### src/rtl/chip_send_arbiter_pkg.sv
// Shared definitions for the chip send arbiter: FSM encoding, widths, log2 helper.
package chip_send_arbiter_pkg;

  typedef enum logic [1:0] {
    IDLE  = 2'b00,
    ARB   = 2'b01,
    STALL = 2'b10
  } arb_state_t;

  localparam int STAT_W = 16;

  // Ceiling log2, never less than 1 so single-entry indices still get a bit.
  function automatic int log2_min1(input int n);
    int r;
    r = 0;
    while ((1 << r) < n) r++;
    return (r < 1) ? 1 : r;
  endfunction

endpackage

### src/rtl/chip_send_arbiter_rr_pick.sv
// Round-robin priority picker: one-hot grant to the first request at or after ptr.
module rr_pick
  import chip_send_arbiter_pkg::*;
#(
  parameter int N  = 2,
  parameter int IW = 1
) (
  input  logic [N-1:0]  req,
  input  logic [IW-1:0] ptr,
  output logic [N-1:0]  gnt
);

  logic          found;
  logic [IW-1:0] idx;

  always_comb begin
    gnt   = '0;
    found = 1'b0;
    idx   = '0;
    for (int k = 0; k < N; k++) begin
      idx = IW'((int'(ptr) + k) % N);
      if (!found && req[idx]) begin
        gnt[idx] = 1'b1;
        found    = 1'b1;
      end
    end
  end

endmodule

### src/rtl/chip_send_arbiter.sv
// Quantum-limited round-robin arbiter feeding the chip send FIFO.
// Optional per-requester transfer counters under CHIP_SEND_ARB_STAT_EN.
module chip_send_arbiter
  import chip_send_arbiter_pkg::*;
#(
  parameter int  FW      = 64,
  parameter int  CONNECT = 2,
  parameter int  QUANTUM = 4,
  localparam int IW      = log2_min1(CONNECT),
  localparam int BW      = log2_min1(QUANTUM) + 1
) (
  input  logic                  clk,
  input  logic                  rst_n,
  input  logic [CONNECT-1:0]    req_valid,
  input  logic [CONNECT*FW-1:0] req_data,
  output logic [CONNECT-1:0]    req_ready,
  input  logic                  send_fifo_full,
  output logic                  data_out_wr,
  output logic [FW+IW-1:0]      data_out
`ifdef CHIP_SEND_ARB_STAT_EN
  ,
  input  logic                      stat_clr,
  output logic [CONNECT*STAT_W-1:0] stat_cnt
`endif
);

  arb_state_t        state, state_nxt;
  logic [IW-1:0]     rr_ptr, rr_ptr_nxt;
  logic [BW-1:0]     burst_cnt, burst_cnt_nxt;
  logic [BW-1:0]     cnt_base, cnt_inc;
  logic              stall_clean;
  logic [CONNECT-1:0] gnt;
  logic [IW-1:0]     win_idx;
  logic [FW-1:0]     win_data;
  logic              any_valid;
  logic              xfer;

  assign any_valid = |req_valid;
  assign xfer      = |(req_valid & req_ready);

  rr_pick #(
    .N  (CONNECT),
    .IW (IW)
  ) u_rr_pick (
    .req (req_valid),
    .ptr (rr_ptr),
    .gnt (gnt)
  );

  always_comb begin
    win_idx  = '0;
    win_data = '0;
    for (int i = 0; i < CONNECT; i++) begin
      if (gnt[i]) begin
        win_idx  = IW'(i);
        win_data = req_data[i*FW +: FW];
      end
    end
  end

  // rr_ptr doubles as the current owner: a winner other than rr_ptr starts a new burst.
  always_comb begin
    state_nxt     = state;
    rr_ptr_nxt    = rr_ptr;
    burst_cnt_nxt = burst_cnt;
    req_ready     = '0;
    cnt_base      = (win_idx == rr_ptr) ? burst_cnt : '0;
    cnt_inc       = cnt_base + BW'(1);
    case (state)
      IDLE: begin
        if (send_fifo_full)  state_nxt = STALL;
        else if (any_valid)  state_nxt = ARB;
      end
      ARB: begin
        if (send_fifo_full) begin
          state_nxt = STALL;
        end else if (!any_valid) begin
          state_nxt     = IDLE;
          burst_cnt_nxt = '0;
        end else begin
          req_ready = gnt;
          if (cnt_inc >= BW'(QUANTUM)) begin
            rr_ptr_nxt    = (win_idx == IW'(CONNECT - 1)) ? '0 : win_idx + IW'(1);
            burst_cnt_nxt = '0;
          end else begin
            rr_ptr_nxt    = win_idx;
            burst_cnt_nxt = cnt_inc;
          end
        end
      end
      STALL: begin
        if (!send_fifo_full && stall_clean)
          state_nxt = any_valid ? ARB : IDLE;
      end
      default: state_nxt = IDLE;
    endcase
  end

  always_ff @(posedge clk or negedge rst_n) begin
    if (!rst_n) begin
      state       <= IDLE;
      rr_ptr      <= '0;
      burst_cnt   <= '0;
      stall_clean <= 1'b0;
    end else begin
      state       <= state_nxt;
      rr_ptr      <= rr_ptr_nxt;
      burst_cnt   <= burst_cnt_nxt;
      stall_clean <= (state == STALL) && !send_fifo_full;
    end
  end

  // A flit accepted just before almost-full rises is still written; the FIFO margin covers it.
  always_ff @(posedge clk or negedge rst_n) begin
    if (!rst_n) begin
      data_out_wr <= 1'b0;
      data_out    <= '0;
    end else begin
      data_out_wr <= xfer;
      if (xfer) data_out <= {win_idx, win_data};
    end
  end

`ifdef CHIP_SEND_ARB_STAT_EN
  always_ff @(posedge clk or negedge rst_n) begin
    if (!rst_n) begin
      stat_cnt <= '0;
    end else if (stat_clr) begin
      stat_cnt <= '0;
    end else begin
      for (int i = 0; i < CONNECT; i++) begin
        if (req_valid[i] && req_ready[i] && (stat_cnt[i*STAT_W +: STAT_W] != {STAT_W{1'b1}}))
          stat_cnt[i*STAT_W +: STAT_W] <= stat_cnt[i*STAT_W +: STAT_W] + STAT_W'(1);
      end
    end
  end
`endif

endmodule

### config.mk
export PLATFORM = sky130hd
export DESIGN_NAME = chip_send_arbiter
export DESIGN_NICKNAME = d
export VERILOG_FILES = /design/src/rtl/chip_send_arbiter_pkg.sv /design/src/rtl/chip_send_arbiter_rr_pick.sv /design/src/rtl/chip_send_arbiter.sv
export SDC_FILE = /design/constraint.sdc
export NUM_CORES = 1
export LEC_CHECK = 0
export ABC_AREA = 1
export CORE_MARGIN = 10
export CORE_UTILIZATION = 43
export DETAILED_ROUTE_END_ITERATION = 16
export PLACE_DENSITY = 0.87
export SYNTH_ARGS = -nofsm -noshare
export SYNTH_HDL_FRONTEND = slang
export SYNTH_SLANG_ARGS = --single-unit
### constraint.sdc
create_clock -name clk -period 3.5 [get_ports clk]
set_input_delay 0.525 -clock clk [delete_from_list [all_inputs] [get_ports clk]]
set_output_delay 0.525 -clock clk [all_outputs]
set_load 0.005 [all_outputs]
==> reports/summary.txt <==
count of pins over their slew limit: 0
cell at the slowest stage of the critical path: clkdlybuf4s50_1
Area Overhead vs Synth: 58.2%
# hold bufs at CTS: 0
DIE AREA: 0.0129 sq mm
Final Instance Area: 0.00596 sq mm
CP Cell Sequence: clkdlybuf4s50_1, nor3_4, inv_2, nor2_1, clkdlybuf4s50_1
Synth Net Count: 672
Reg power frac: 0.385
CTS Buf Count: 9
maximum VDD drop: 0.438 mV
CTS sink count: 73
Yosys warning count: 0
count of unique library cells instantiated by Yosys: 20
Layout Nets: 858
WS Path Type: input port to primary output
layout cells sized above 1: 0.0371
Setup Fix Bufs, Post-CTS: 0
Fin. Hold Viols: 0
clock share of power: 0.169
top cells by area, synth: dfrtp_1 48%, nand2_1 27%, inv_1 7.1%, o21ai_1 5.0%, o21ai_0 4.4%
all-layer global routing usage: 0.178
DP Area: 0.00578 sq mm
sequential element share of the synthesized area: 0.485
CP Max Fanout: 4
Comb power frac: 0.446
Max-slew headroom: 0.291
fill count: 684
total power draw: 3.69 mW
delay-heaviest family, CP: buffers and inverters
Site Rows: 34
Tmin final: 2.53 ns
top cell type's share of synthesized area: 0.485
Pre-antenna DRT Iters: 4
CTS tree: done
Bufs and invs on worst path: 3
Max Freq: 395 MHz
final worst slack: 0.968 ns
Initial DRC Count: 217
vias in the first global route: 3955
switch share: 0.331
Final Wtd Congestion: 0.778
Cells after Synth: 538
worst-case clock skew: 0.00910 ns
final core utilization: 0.690
top cell type by total area after synthesis: dfrtp_1
power per cell area: 619 mW/mm^2
max_cap viols: 0
die width: 114 um
Sw Pwr: 1.22 mW
# resized after CTS: 0
RSZ-0062 raised after global routing: no
Worst-Skew Late Latency: 0.33 ns
DR vias: 3938
Residual DRC: 0
Reg clk slew, reported paths: 0.08 ns
CTS root buf: clkbuf_8
# IOs: 201
clk buf depth: 2
Initial Util: 0.436
Mean Syn Cell Area: 7.00 sq um
post-route insts no fill: 835
antenna diode count: 0
first-pass GRT wire length: 19300 um
Worst EP required: 2.97 ns
CP peak stage delay: 0.51 ns
endpoint class of the critical path: primary output
placed insts: 821
endpoints failing setup: 0
Place WS: 0.962 ns
core area: 0.00864 sq mm
Die Y-Extent: 114 um
antenna violations before repair: 0
Total Wirelength: 12000 um
DRT antenna net count: 0
average wire per standard cell: 14.4 um
GR Overflow Total: 0
final hold slack: 0.312 ns
Crit path top cell by count: clkdlybuf4s50_1
Worst setup SP type: input port
arrival time at the worst endpoint: 2.01 ns
post-DR vias/cell: 4.72
LEAKAGE: 3.00 nW
post-synthesis register bit count: 73
Least-Margin Pin Slew: 1.06 ns
Pint: 2.47 mW
Syn Std Cell Area: 0.00377 sq mm
setup TNS: 0 ns
H-tree levels: 3
I/O Buffers: 200
hold crit path type: input port to asynchronous set/reset pin
fraction of the cycle the final worst path needs: 0.723
outcome: finished clean
Final HPWL DP: 9150 um
largest net degree at the start of global routing: 74
## Yosys cell counts, drive strengths merged
| cell | instances |
|---|---|
| a31oi | 1 |
| clkbuf | 6 |
| dfrtp | 73 |
| nand3b | 1 |
| nand4 | 2 |
| ha | 1 |
| buf | 22 |
| nor3b | 1 |
| o21ai | 71 |
| inv | 77 |
| nand3 | 7 |
| nand2 | 267 |
| nor2 | 7 |
| nor3 | 2 |
## final timing paths
check / cells after the start / slack (ns) / endpoint / start
max: 5 / 0.97 / req_ready[0] / send_fifo_full
min: 1 / 0.31 / data_out[34] / rst_n
max reg2reg: 6 / 1.60 / data_out[37] / rr_ptr
min reg2reg: 2 / 0.48 / data_out[27] / data_out[27]
max in group asynchronous: 1 / 2.59 / data_out[63] / rst_n
min in group clk: 2 / 0.48 / data_out[27] / data_out[27]
## registers in the layout (all words and copies together) (netlist names)
signal,count
data_out,65
burst_cnt,3
state,2
data_out_wr,1
rr_ptr,1
stall_clean,1
## cell families (layout without fill, tap and decap cells)
| group | Yosys count | in the layout | synth area share |
|---|---|---|---|
| adder cells (fa/ha/maj) | 1 | 1 | 0.00332 |
| buffers and inverters | 105 | 294 | 0.119 |
| flip-flops | 73 | 73 | 0.485 |
| AND/OR/NAND/NOR | 287 | 287 | 0.297 |
| AO/OA/AOI/OAI | 72 | 72 | 0.0960 |
## layout by cell type, fill, tap and decap left out, types with 4 or more instances in the layout
cell type,instances
inv_2,6
o21ai_0,33
nor2_1,6
dfrtp_1,73
nand3_1,7
clkbuf_8,9
clkdlybuf4s50_1,199
nand2_1,267
inv_1,71
buf_4,4
o21ai_1,37
## layout make-up
| type | count | area (sq um) | share of cell area |
|---|---|---|---|
| timing repair buffer | 203 | 2020 | 0.339 |
| clock buffer | 9 | 124 | 0.0208 |
| multi-input combinational | 360 | 1510 | 0.253 |
| inverter | 77 | 289 | 0.0485 |
| clock inverter | 5 | 58.8 | 0.00987 |
| tap | 108 | 135 | 0.0227 |
| sequential | 73 | 1830 | 0.306 |
## routing by layer
layer	wire (um)	up-vias	track usage
met2	6180	125	0.319
li1	-	1979	-
met5	0	-	0
met4	136	0	0.0381
met3	880	11	0.0541
met1	4800	1823	0.204
## worst reg2reg max path, delay by kind of cell, from the launching register on
family	cells	cell delay (ns)
AO/OA/AOI/OAI	2	0.31
buffers and inverters	1	0.80
flip-flops	1	0.43
AND/OR/NAND/NOR	3	0.30
## power groups by stage
stage	registers [mW]	clock network, mW	logic [mW]
floorplan	1.45	0	0.598
global placement	1.41	0	1.62
detailed placement	1.43	0	1.67
CTS	1.42	0.638	1.68
global route	1.46	0.683	1.83
finish	1.42	0.625	1.65
(Power assumes the default switching activity.)
